<file path="src/rtl/uart_cmd_sequencer.sv">
// UART command sequencer: drains UART RX bytes and parses SYNC/ADDR/DATA frames into register writes.
// Define UART_CMD_CSUM_EN to add a trailing XOR checksum byte to every frame.
module uart_cmd_sequencer #(
    parameter logic [7:0] SYNC_BYTE      = 8'hA5,
    parameter int         DATA_BYTES     = 2,
    parameter int         TIMEOUT_CYCLES = 40000
) (
    input  logic                    clk,
    input  logic                    reset_n,
    input  logic                    byte_rdy,
    input  logic [7:0]              rx_data,
    output logic                    uld_rx_data,
    output logic                    wr_en,
    output logic [7:0]              wr_addr,
    output logic [8*DATA_BYTES-1:0] wr_data,
    output logic                    busy,
    output logic                    err_timeout,
    output logic                    err_csum
);

    localparam int DW = 8 * DATA_BYTES;
    localparam int TW = $clog2(TIMEOUT_CYCLES + 1);
    localparam int CW = (DATA_BYTES > 1) ? $clog2(DATA_BYTES) : 1;
    localparam logic [TW-1:0] T_LAST = TW'(TIMEOUT_CYCLES - 1);
    localparam logic [CW-1:0] C_LAST = CW'(DATA_BYTES - 1);

    typedef enum logic [1:0] {F_IDLE, F_UNLD, F_CAPT} fetch_e;
    typedef enum logic [2:0] {
        HUNT,
        ADDR,
        DATA,
`ifdef UART_CMD_CSUM_EN
        CSUM,
`endif
        WRITE
    } frame_e;

    fetch_e          fetch_q, fetch_d;
    frame_e          frame_q, frame_d;
    logic            byte_stb;
    logic [CW-1:0]   cnt_q, cnt_d;
    logic [7:0]      addr_q, addr_d;
    logic [DW-1:0]   data_q, data_d;
    logic [DW-1:0]   data_shift;
    logic [TW-1:0]   timer_q, timer_d;
    logic [7:0]      wr_addr_q, wr_addr_d;
    logic [DW-1:0]   wr_data_q, wr_data_d;
`ifdef UART_CMD_CSUM_EN
    logic [7:0]      csum_q, csum_d;
`endif

    always_ff @(posedge clk or negedge reset_n) begin
        if (!reset_n) begin
            fetch_q   <= F_IDLE;
            frame_q   <= HUNT;
            cnt_q     <= '0;
            addr_q    <= '0;
            data_q    <= '0;
            timer_q   <= '0;
            wr_addr_q <= '0;
            wr_data_q <= '0;
`ifdef UART_CMD_CSUM_EN
            csum_q    <= '0;
`endif
        end else begin
            fetch_q   <= fetch_d;
            frame_q   <= frame_d;
            cnt_q     <= cnt_d;
            addr_q    <= addr_d;
            data_q    <= data_d;
            timer_q   <= timer_d;
            wr_addr_q <= wr_addr_d;
            wr_data_q <= wr_data_d;
`ifdef UART_CMD_CSUM_EN
            csum_q    <= csum_d;
`endif
        end
    end

    // byte_rdy is still clearing during UNLD/CAPT, so it is only looked at from IDLE.
    always_comb begin
        fetch_d     = fetch_q;
        uld_rx_data = 1'b0;
        byte_stb    = 1'b0;
        case (fetch_q)
            F_IDLE: if (byte_rdy) fetch_d = F_UNLD;
            F_UNLD: begin
                uld_rx_data = 1'b1;
                fetch_d     = F_CAPT;
            end
            F_CAPT: begin
                byte_stb = 1'b1;
                fetch_d  = F_IDLE;
            end
            default: fetch_d = F_IDLE;
        endcase
    end

    assign data_shift = DW'({data_q, rx_data});

    // Output registers load on the edge into WRITE so wr_addr/wr_data are valid alongside wr_en.
    always_comb begin
        frame_d     = frame_q;
        cnt_d       = cnt_q;
        addr_d      = addr_q;
        data_d      = data_q;
        wr_addr_d   = wr_addr_q;
        wr_data_d   = wr_data_q;
        wr_en       = 1'b0;
        err_timeout = 1'b0;
`ifdef UART_CMD_CSUM_EN
        csum_d      = csum_q;
        err_csum    = 1'b0;
`endif
        if (frame_q == HUNT || byte_stb) begin
            timer_d = '0;
        end else if (timer_q != T_LAST) begin
            timer_d = timer_q + TW'(1);
        end else begin
            timer_d = timer_q;
        end

        case (frame_q)
            HUNT: if (byte_stb && rx_data == SYNC_BYTE) frame_d = ADDR;
            ADDR: if (byte_stb) begin
                addr_d  = rx_data;
                cnt_d   = '0;
                frame_d = DATA;
`ifdef UART_CMD_CSUM_EN
                csum_d  = rx_data;
`endif
            end
            DATA: if (byte_stb) begin
                data_d = data_shift;
                cnt_d  = cnt_q + CW'(1);
`ifdef UART_CMD_CSUM_EN
                csum_d = csum_q ^ rx_data;
`endif
                if (cnt_q == C_LAST) begin
`ifdef UART_CMD_CSUM_EN
                    frame_d   = CSUM;
`else
                    frame_d   = WRITE;
                    wr_addr_d = addr_q;
                    wr_data_d = data_shift;
`endif
                end
            end
`ifdef UART_CMD_CSUM_EN
            CSUM: if (byte_stb) begin
                if (rx_data == csum_q) begin
                    frame_d   = WRITE;
                    wr_addr_d = addr_q;
                    wr_data_d = data_q;
                end else begin
                    err_csum = 1'b1;
                    frame_d  = HUNT;
                end
            end
`endif
            WRITE: begin
                wr_en   = 1'b1;
                frame_d = HUNT;
            end
            default: frame_d = HUNT;
        endcase

        // A byte arriving on the expiry cycle keeps the frame alive.
        if (frame_q != HUNT && frame_q != WRITE && !byte_stb && timer_q == T_LAST) begin
            err_timeout = 1'b1;
            frame_d     = HUNT;
        end
    end

`ifndef UART_CMD_CSUM_EN
    assign err_csum = 1'b0;
`endif

    assign wr_addr = wr_addr_q;
    assign wr_data = wr_data_q;
    assign busy    = (frame_q != HUNT);

endmodule

</file>
<file path="config.mk">
export PLATFORM = sky130hd
export DESIGN_NAME = uart_cmd_sequencer
export DESIGN_NICKNAME = d
export VERILOG_FILES = /design/src/rtl/uart_cmd_sequencer.sv
export SDC_FILE = /design/constraint.sdc
export NUM_CORES = 1
export LEC_CHECK = 0
export ABC_AREA = 1
export CORE_MARGIN = 8
export CORE_UTILIZATION = 58
export DETAILED_ROUTE_END_ITERATION = 7
export GPL_ROUTABILITY_DRIVEN = 0
export PLACE_DENSITY_LB_ADDON = 0.05
export SYNTH_ARGS = -nofsm -noshare
export SYNTH_HDL_FRONTEND = slang
export SYNTH_SLANG_ARGS = --single-unit
export TNS_END_PERCENT = 1
</file>
<file path="constraint.sdc">
create_clock -name clk -period 3.91 [get_ports clk]
set_input_delay 0.391 -clock clk [delete_from_list [all_inputs] [get_ports clk]]
set_output_delay 0.391 -clock clk [all_outputs]
set_load 0.03 [all_outputs]
</file>
# Word level (Yosys, flattened, before mapping)
# Cells that the tools add are included.
dict set report word_totals {
  reg_bits 62
  word_cells 59
  output_inout_bits 29
  in_bits 11
}
dict set report op_classes {
  reduce_logical 16
  add_sub_neg 2
  eq_ne 16
  n_mux 17
}
# operator n
set op_table {}
lappend op_table {{$mux W16} 2}
lappend op_table {{$add A16 B1 Y16 const B} 1}
lappend op_table {{$eq A16 B16 Y1 const B} 1}
lappend op_table {{$ne A16 B16 Y1 const B} 1}
lappend op_table {{$mux W3} 5}
lappend op_table {{$ne A3 B3 Y1 const B} 3}
lappend op_table {{$pmux W3 S3} 1}
lappend op_table {{$eq A8 B8 Y1 const B} 1}
lappend op_table {{$eq A3 B2 Y1 const B} 2}
lappend op_table {{$mux W1} 6}
lappend op_table {{$ne A2 B2 Y1 const B} 3}
lappend op_table {{$reduce_and A3 Y1} 2}
lappend op_table {{$logic_and A1 B1 Y1} 4}
lappend op_table {{$pmux W2 S2} 1}
lappend op_table {{$reduce_and A2 Y1} 2}
lappend op_table {{$reduce_and A4 Y1} 1}
lappend op_table {{$reduce_bool A2 Y1} 2}
lappend op_table {{$eq A3 B1 Y1 const B} 1}
lappend op_table {{$logic_not A3 Y1} 1}
lappend op_table {{$ne A3 B1 Y1 const B} 1}
lappend op_table {{$ne A3 B2 Y1 const B} 1}
lappend op_table {{$reduce_bool A3 Y1} 1}
lappend op_table {{$eq A2 B1 Y1 const B} 1}
lappend op_table {{$eq A2 B2 Y1 const B} 1}
lappend op_table {{other kinds (6)} 6}

# Depth between registers and ports, before layout
# Gate-level depths: netlist of run 1.
dict set report depth {
  depth_word 7
  ltp_mapped 9
  ltp_nobuf 9
}

# Worst setup path after synthesis of run 1
# No wires, ideal clock.
dict set report synth_path {
  path_type {reg2out}
  startpoint {register timer_q[0]}
  endpoint {output err_timeout}
  arrival_time_ns 1.261
  setup_slack_ns 2.258
  stages_incl_launch_ff 6
  n_path_buf 0
  required_ns 3.519
  path_cell_list {dfrtp_1 ha_1 nand3_1 nor2_1 nand4_1 inv_1}
}
dict set report synth_between {
  elab_chain_len 3
}
# element line
set synth_rtl {}
lappend synth_rtl {{from (decl)} 45} ;# logic [TW-1:0] timer_q, timer_d;
lappend synth_rtl {{from (signal assigned)} 71} ;# timer_q <= timer_d;
lappend synth_rtl {{$eq A16 B16 Y1} 169} ;# if (frame_q != HUNT && frame_q != WRITE && !byte_stb && timer_q == T_LAST) begin
lappend synth_rtl {{$logic_and A1 B1 Y1} 169}
lappend synth_rtl {{$mux W1} 169}
lappend synth_rtl {{to (decl)} 17} ;# output logic err_timeout,
# No other way between the ends.

# Worst setup path after layout of run 1
# Same ends and word-level chain as after synthesis.

==> flow_metrics.tcl, run 1 <==
set metrics [dict create \
    drt_pass1_iterations 4 \
    dpl.hpwl_um 3710 \
    cts_buffers 9 \
    num_vias 2068 \
    grt_setup_unrepaired "no" \
    area_delta_synth_final_pct 23.9 \
    drive_above_1_share_pct 9.38 \
    grt_pass1_wl_um 9380 \
    min_period_ns 2.67 \
    synth_cell_types 28 \
    timing.hold.ws_ns 0.200 \
    synth_top_area_share_pct 56.0 \
    r2r_start "frame_q[0]$_DFFE_PN0P_" \
    vias_per_cell 5.24 \
    path_max_fanout 6 \
    track_usage_pct 16.7 \
    grt_pass1_vias 2027 \
    cts.path.max_buffers 2 \
    cts_resized 0 \
    fillers 354 \
    nets 352 \
    drtAntennaViolNets 0 \
    max_stage_delay_ns 0.66 \
    start_kind "flip-flop" \
    critPathSlowestCell "clkdlybuf4s50_1" \
    yosysTopAreaCell "dfrtp_1" \
    slew_headroom_pct 50.6 \
    ios 40 \
    seq_area_frac_synth_pct 56.0 \
    clk_pin_slew_ns 0.07 \
    num_antenna_cells 0 \
    totalNegativeSetupSlack_ns 0 \
    drtIter0Drc 185 \
    final_common_cell "nand2_1" \
    cp.depth 6 \
    maxCapViolations 0 \
    routedWlPerCell_um 14.3 \
    worst_skew_pair.late_latency_ns 0.35 \
    avgSynthCellArea_um2 9.27 \
    dp_cells 379 \
    multi_input_area_um2 1020 \
    crit_required_ns 3.52 \
    coreArea_um2 4630 \
    r2r_cells 6 \
    fmax_mhz 375 \
    ys_seq_elements 61 \
    final_hold_viol_count 0 \
    synthCells 294 \
    clockRootBuffer "clkbuf_8" \
    stdcell_count 395 \
    finalSetupViolCount 0 \
    critical_path_class "flip-flop to primary output" \
    cts_tree "built" \
    arrival_ns 2.28 \
    yosysWarningCount 0 \
    htree_levels 3 \
    regArea_um2 1530 \
    antenna_found_initial 0 \
    wirelength_um 5630 \
    reg2reg_to "wr_addr[5]$_DFFE_PN0P_" \
    end_kind "primary output" \
    tightest_slew_ns 0.741 \
    die_y_um 84.6 \
    rows 25 \
    cp-endpoint "err_timeout" \
    leakage_nw 1.66 \
    finClkSkew_ns 0.00824 \
    layout_common_cells "nand2_1, dfrtp_1, o21ai_0, clkdlybuf4s50_1, inv_1" \
    ir_worst_vdd_v 0.000390 \
    path_cells "ha_1 > nand3_1 > nor2_1 > nand4_1 > inv_1 > clkdlybuf4s50_1" \
    period_share_pct 68.2 \
    synthTopCellsByArea "dfrtp_1, nand2_1, o21ai_0" \
    postCtsSetupBuffers 0 \
    cts_hold_buffers 0 \
    r2r_slack_ns 2.02 \
    start_util_pct 58.9 \
    cts_sinks 61 \
    die_area_um2 7150 \
    route.detailed.drc 0 \
    status "finished clean" \
    worst-path-buf-inv 2 \
    die_x_um 84.6 \
    cellPowerDensity_nw_per_um2 801 \
    io_buffers 38 \
    maxSlewViolCount 0 \
    syn_nets 310 \
    grt_max_degree 62 \
    critPathTopFamily "buffers and inverters" \
    cp-startpoint "timer_q[0]$_DFFE_PN0P_" \
    hold_class "input pin to asynchronous set/reset pin" \
    syn_area_um2 2730 \
    overflow 0 \
]
==> synthesized netlist by cell type <==
cell type	count
a31oi_1	5
dfrtp_1	61
inv_1	35
nor3_1	6
o211ai_1	1
o21ai_0	43
buf_6	1
ha_1	5
nor2_1	23
nor2_2	1
nand2_2	1
conb_1	1
clkbuf_1	4
nand3_1	12
nor4_1	1
nand2_1	66
nand2_4	2
a21oi_1	5
mux2_4	8
nor3_2	1
buf_2	1
nand4_1	1
or2_1	1
nor3b_1	2
o21a_1	1
xor2_1	3
buf_4	2
nor2_8	1
==> metal layers <==
layer	vias to the layer above	part of all wire [%]	GRT usage, %
met5	-	0	0
met4	0	2.3	8.90
met3	14	6.4	6.73
met2	60	46	25.6
met1	962	45	19.7
li1	1032	-	-
==> worst min-delay path by stage <==
stage	startpoint	to	slack, ns
after global placement	fetch_q[0]$_DFFE_PN0P_	fetch_q[0]$_DFFE_PN0P_	0.42
after CTS	reset_n	wr_data[1]$_DFFE_PN0P_	0.22
after detailed placement	fetch_q[0]$_DFFE_PN0P_	fetch_q[0]$_DFFE_PN0P_	0.43
after global routing	reset_n	wr_data[14]$_DFFE_PN0P_	0.26
after floorplan	reset_n	addr_q[0]$_DFFE_PN0P_	0.1
final	reset_n	wr_data[14]$_DFFE_PN0P_	0.20
==> cell type report <==
type / count / area share, %
Clock buffer: 9 / 3.67
Multi-Input combinational cell: 190 / 30.3
Tap cell: 54 / 2.00
Clock inverter: 7 / 3.63
Sequential cell: 61 / 45.2
Timing Repair Buffer: 39 / 11.3
Inverter: 35 / 3.89
==> logic make-up (layout without fill, tap and decap cells) <==
logic type                 Yosys count  count (layout)  synth area share (%)
buffers and inverters               43              90                  6.52
DFF                                 61              61                  56.0
adders and majority gates            5               5                  2.29
AOI/OAI and AO/OA                   55              55                  10.5
and+or+nand+nor                    118             118                  19.2
other                                1               1                 0.138
muxes                                8               8                  4.41
xor gates and xnor gates             3               3                 0.964
==> metrics by stage <==
step / setup slack, ns / total power, mW / util (%) / cell area (um2)
6_report: 1.24 / 2.71 / 72.9 / 3380
5_1_grt: 1.08 / 2.86 / 72.9 / 3380
4_1_cts: 1.22 / 2.73 / 72.9 / 3380
3_5_place_dp: 1.61 / 2.03 / 67.6 / 3130
3_3_place_gp: 1.64 / 2.00 / 67.6 / 3130
2_1_floorplan: 2.26 / 1.64 / - / 2730
==> registers in the layout, summed over array words and instances, names as in the netlist <==
signal / flops
fetch_q: 2
data_q: 8
addr_q: 8
cnt_q: 1
wr_addr: 8
frame_q: 2
wr_data: 16
timer_q: 16
==> worst reg2reg max path, stage by stage, from the launching register on <==
cell and delay (ns):
dfrtp_1 0.40, inv_1 0.11, ha_1 0.19, inv_1 0.12, nor2_8 0.26, nand2_4 0.29, mux2_4 0.40
==> report_power, final <==
part           internal, mW  switching, mW
logic                 0.417          0.589
clock network         0.426          0.263
registers             0.872          0.138
No activity file was read; power rests on OpenSTA's default activity.
==> inputs of run 2 (changes only) <==
--- a/config.mk
+++ b/config.mk
@@ -7,7 +7,7 @@
 export LEC_CHECK = 0
 export ABC_AREA = 1
 export CORE_MARGIN = 8
-export CORE_UTILIZATION = 58
+export CORE_UTILIZATION = 54
 export DETAILED_ROUTE_END_ITERATION = 7
 export GPL_ROUTABILITY_DRIVEN = 0
 export PLACE_DENSITY_LB_ADDON = 0.05
==> constraint.sdc (replaced) <==
create_clock -name clk -period 2.7 [get_ports clk]
set_input_delay 0.27 -clock clk [delete_from_list [all_inputs] [get_ports clk]]
set_output_delay 0.27 -clock clk [all_outputs]
set_load 0.03 [all_outputs]
==> flow_metrics.tcl, run 2 (synthesis results as in run 1) <==
set metrics [dict create \
    track_usage_pct 16.1 \
    totalNegativeSetupSlack_ns 0 \
    final_hold_viol_count 0 \
    maxSlewViolCount 0 \
    vias_per_cell 4.96 \
    min_period_ns 2.16 \
    p_int_mw 2.30 \
    ir_worst_vdd_v 0.000734 \
    area_delta_synth_final_pct 23.4 \
    htree_levels 3 \
    critical_path_class "flip-flop to primary output" \
    hold_class "input pin to asynchronous set/reset pin" \
    crit_required_ns 2.43 \
    post-route-cell-area_um2 3360 \
    finalSetupViolCount 0 \
    grt_setup_unrepaired "no" \
    drtIter0Drc 87 \
    postCtsSetupBuffers 0 \
    path_max_fanout 6 \
    stdcell_count 413 \
    dp_cells 396 \
    ios 40 \
    cts_sinks 61 \
    dpl_cell_area_um2 3160 \
    p_seq_share_pct 39.5 \
    io_buffers 38 \
    combPwrFrac_pct 39.3 \
    cts_buffers 9 \
    nets 354 \
    p_sw_mw 1.41 \
    power_frac_clock_pct 21.2 \
    status "finished clean" \
    antenna_found_initial 0 \
    drt_pass1_iterations 4 \
    start_kind "flip-flop" \
    cp-startpoint "timer_q[0]$_DFFE_PN0P_" \
    coreArea_um2 4980 \
    die_area_um2 7580 \
    worst-path-buf-inv 2 \
    dpl_worst_slack_ns 0.534 \
    cts.path.max_buffers 2 \
    cts_tree "built" \
    drtAntennaViolNets 0 \
    overflow 0 \
    fin_util_pct 67.6 \
    grt_pass1_wl_um 9350 \
    rows 26 \
    end_kind "primary output" \
    critPathTopFamily "simple AND/OR/NAND/NOR gates" \
    timing.hold.ws_ns 0.417 \
    power_mw 3.71 \
    finClkSkew_ns 0.00697 \
    routedWlPerCell_um 13.1 \
    layout_common_cells "nand2_1, dfrtp_1, o21ai_0, clkdlybuf4s50_1, inv_1" \
    num_antenna_cells 0 \
    grt_max_degree 41 \
    start_util_pct 54.8 \
    critPathSlowestCell "dfrtp_1" \
    wirelength_um 5430 \
    max_stage_delay_ns 0.38 \
    maxCapViolations 0 \
    r2r_start "frame_q[0]$_DFFE_PN0P_" \
    route.detailed.drc 0 \
    path_cells "ha_1 > nand3_1 > nor2_1 > nand4_1 > inv_1 > dlymetal6s2s_1" \
    fmax_mhz 464 \
    cellPowerDensity_nw_per_um2 1100 \
    num_vias 2048 \
    p_sw_share_pct 38.0 \
    leakage_nw 1.66 \
    clk_pin_slew_ns 0.07 \
    arrival_ns 1.89 \
    dpl.hpwl_um 3980 \
    clockRootBuffer "clkbuf_8" \
    die_x_um 87.1 \
    period_share_pct 79.9 \
    worst_slack_ns 0.543 \
    drive_above_1_share_pct 9.04 \
    die_y_um 87.1 \
    final_common_cell "nand2_1" \
    worst_skew_pair.late_latency_ns 0.34 \
    grt_pass1_vias 2016 \
]
==> run 2: repair_timing <==
action / CTS / global route
resized for setup: 0 / 1
endpoints found under the hold margin: 20 / 0
endpoints found under the setup margin: 0 / 1
hold buffers: 1 / 0
==> run 2: final cells by class <==
class / instances / area, um2
Inverter: 35 / 131
Multi-Input combinational cell: 190 / 1020
Clock inverter: 5 / 61.3
Tap cell: 70 / 87.6
Sequential cell: 61 / 1530
Clock buffer: 11 / 131
Fill cell: 420 / 1610
Timing Repair Buffer: 41 / 403
==> run 2: layer usage <==
layer / vias to the layer above / global-route usage (%) / part of all wire, %
met1: 947 / 20.4 / 47
met3: 12 / 3.87 / 4.8
met2: 50 / 24.1 / 45
li1: 1039 / - / -
met4: 0 / 9.86 / 2.7
met5: - / 0 / 0
==> run 2: power groups by stage <==
stage / logic, mW / registers [mW] / clock network (mW)
3_3_place_gp: 1.45 / 1.47 / 0
2_1_floorplan: 0.586 / 1.79 / 0
5_1_grt: 1.58 / 1.51 / 0.850
3_5_place_dp: 1.47 / 1.48 / 0
4_1_cts: 1.48 / 1.47 / 0.810
6_report: 1.46 / 1.46 / 0.786
==> run 2: final timing paths <==
check,endpoint,slack [ns],depth (start not counted)
min in group clk,fetch_q[0]$_DFFE_PN0P_,0.44,1
hold reg to reg,fetch_q[0]$_DFFE_PN0P_,0.44,1
hold / removal,wr_data[13]$_DFFE_PN0P_,0.42,2
max in group asynchronous,wr_data[15]$_DFFE_PN0P_,1.58,3
setup / recovery,err_timeout,0.54,6
setup reg to reg,wr_addr[5]$_DFFE_PN0P_,0.84,6
==> inputs of run 3 (changes only) <==
--- a/config.mk
+++ b/config.mk
@@ -7,7 +7,7 @@
 export LEC_CHECK = 0
 export ABC_AREA = 1
 export CORE_MARGIN = 8
-export CORE_UTILIZATION = 54
+export CORE_UTILIZATION = 48
 export DETAILED_ROUTE_END_ITERATION = 7
 export GPL_ROUTABILITY_DRIVEN = 0
 export PLACE_DENSITY_LB_ADDON = 0.05
==> constraint.sdc (replaced) <==
create_clock -name clk -period 1.89 [get_ports clk]
set_input_delay 0.189 -clock clk [delete_from_list [all_inputs] [get_ports clk]]
set_output_delay 0.189 -clock clk [all_outputs]
set_load 0.03 [all_outputs]
==> flow_metrics.tcl, run 3 (synthesis results as in run 1) <==
set metrics [dict create \
    totalNegativeSetupSlack_ns 0 \
    clockRootBuffer "clkbuf_8" \
    die_area_um2 8350 \
    drt_pass1_iterations 4 \
    worst_skew_pair.late_latency_ns 0.33 \
    maxCapViolations 0 \
    end_kind "primary output" \
    finalSetupViolCount 0 \
    maxSlewViolCount 0 \
    cp_common_cell "inv_1" \
    cts.path.max_buffers 2 \
    area_delta_synth_final_pct 29.0 \
    critPathSlowestCell "dfrtp_1" \
    critical_path_class "flip-flop to primary output" \
    min_period_ns 1.83 \
    wirelength_um 5740 \
    status "finished clean" \
    track_usage_pct 14.6 \
    route.detailed.drc 0 \
    cellPowerDensity_nw_per_um2 1540 \
    nets 368 \
    fmax_mhz 547 \
    reg2reg_to "wr_data[6]$_DFFE_PN0P_" \
    ir_worst_vdd_v 0.000912 \
    clk_pin_slew_ns 0.07 \
    coreArea_um2 5510 \
    r2r_cells 8 \
    critPathTopFamily "simple AND/OR/NAND/NOR gates" \
    hold_class "input pin to asynchronous set/reset pin" \
    final_common_cell "nand2_1" \
    ios 40 \
    cts_tree "built" \
    leakage_nw 1.75 \
    htree_levels 3 \
    finClkSkew_ns 0.00619 \
    layout_common_cells "nand2_1, dfrtp_1, o21ai_0, inv_1, clkdlybuf4s50_1" \
    grt_pass1_vias 2098 \
    fin_util_pct 63.8 \
    grt_max_degree 62 \
    num_antenna_cells 0 \
    die_x_um 91.4 \
    crit_required_ns 1.70 \
    worst-path-buf-inv 3 \
    start_kind "flip-flop" \
    start_util_pct 49.5 \
    cts_sinks 61 \
    path_max_fanout 5 \
    max_stage_delay_ns 0.44 \
    overflow 0 \
    cp.depth 7 \
    arrival_ns 1.64 \
    cts_buffers 9 \
    die_y_um 91.4 \
    path_cells "nand2_4 > inv_1 > nand2_1 > nor3_4 > nand4_1 > inv_1 > buf_6" \
    vias_per_cell 4.76 \
    num_vias 2044 \
    rows 27 \
    dpl.hpwl_um 3960 \
    io_buffers 38 \
    drtAntennaViolNets 0 \
    final_hold_viol_count 0 \
    period_share_pct 96.8 \
    antenna_found_initial 0 \
    r2r_start "frame_q[0]$_DFFE_PN0P_" \
    r2r_slack_ns 0.22 \
    drive_above_1_share_pct 14.0 \
    grt_pass1_wl_um 9740 \
    drtIter0Drc 130 \
    routedWlPerCell_um 13.4 \
]
## run 3: cell count changes in the layout (fill, tap and decap cells not counted), sizes merged
cell           before  now
buf                 3   18
bufinv              1    2
clkdlybuf4s50      36   35
clkinv              1    3
clkinvlp            3    0
dlygate4sd2         0    1
dlymetal6s2s        1    0
## run 3: how the worst max path moves through the flow
stage                        endpoint              startpoint  slack [ns]
6_report                  err_timeout  timer_q[5]$_DFFE_PN0P_        0.06
5_1_grt                   err_timeout  timer_q[5]$_DFFE_PN0P_       -0.06
4_1_cts                   err_timeout  timer_q[9]$_DFFE_PN0P_       -0.03
3_5_place_dp   wr_addr[4]$_DFFE_PN0P_  frame_q[0]$_DFFE_PN0P_        0.21
2_1_floorplan  timer_q[5]$_DFFE_PN0P_  frame_q[0]$_DFFE_PN0P_        0.31
3_3_place_gp   wr_addr[6]$_DFFE_PN0P_  frame_q[0]$_DFFE_PN0P_        0.27
## run 3: through the flow
stage          cells  setup slack, ns  power (mW)  hold slack, ns  instance area, um2
2_1_floorplan    294            0.313        3.40          -0.107                2730
3_3_place_gp     402            0.268        4.19           0.222                3200
3_5_place_dp     402            0.209        4.23           0.220                3200
4_1_cts          419          -0.0285        5.47           0.396                3420
5_1_grt          429          -0.0589        5.78           0.434                3520
6_report         429           0.0613        5.41           0.395                3520
## run 3: worst min-delay path, cell delays in order
cell	delay [ns]
dlygate4sd3_1	0.52
buf_2	0.12
buf_12	0.29
## run 3: area by class of cell
cell class                 instances  area [um2]
sequential                        61        1530
inverter                          35         131
timing repair buffer              55         518
multi-input combinational        190        1040
tap                               72        90.1
clock buffer                      11         131
fill                             478        1990
clock inverter                     5        75.1
## run 3: metal layers
layer	part of all wire, %	vias to the layer above	GRT usage (%)
li1	-	1060	-
met1	51	943	19.5
met2	43	33	21.1
met3	3.7	8	3.95
met5	0	-	0
met4	1.8	0	7.78
## run 3: power by group
group	switching [mW]	internal [mW]
combinational	1.21	0.884
clock	0.486	0.736
sequential	0.289	1.81
## run 3: timing repair
item	in CTS	in global routing
pin swaps	0	4
hold buffers	1	0
endpoints found under the setup margin	2	1
buffers inserted	0	10
hold endpoints to repair	61	0
gates resized for setup	2	6
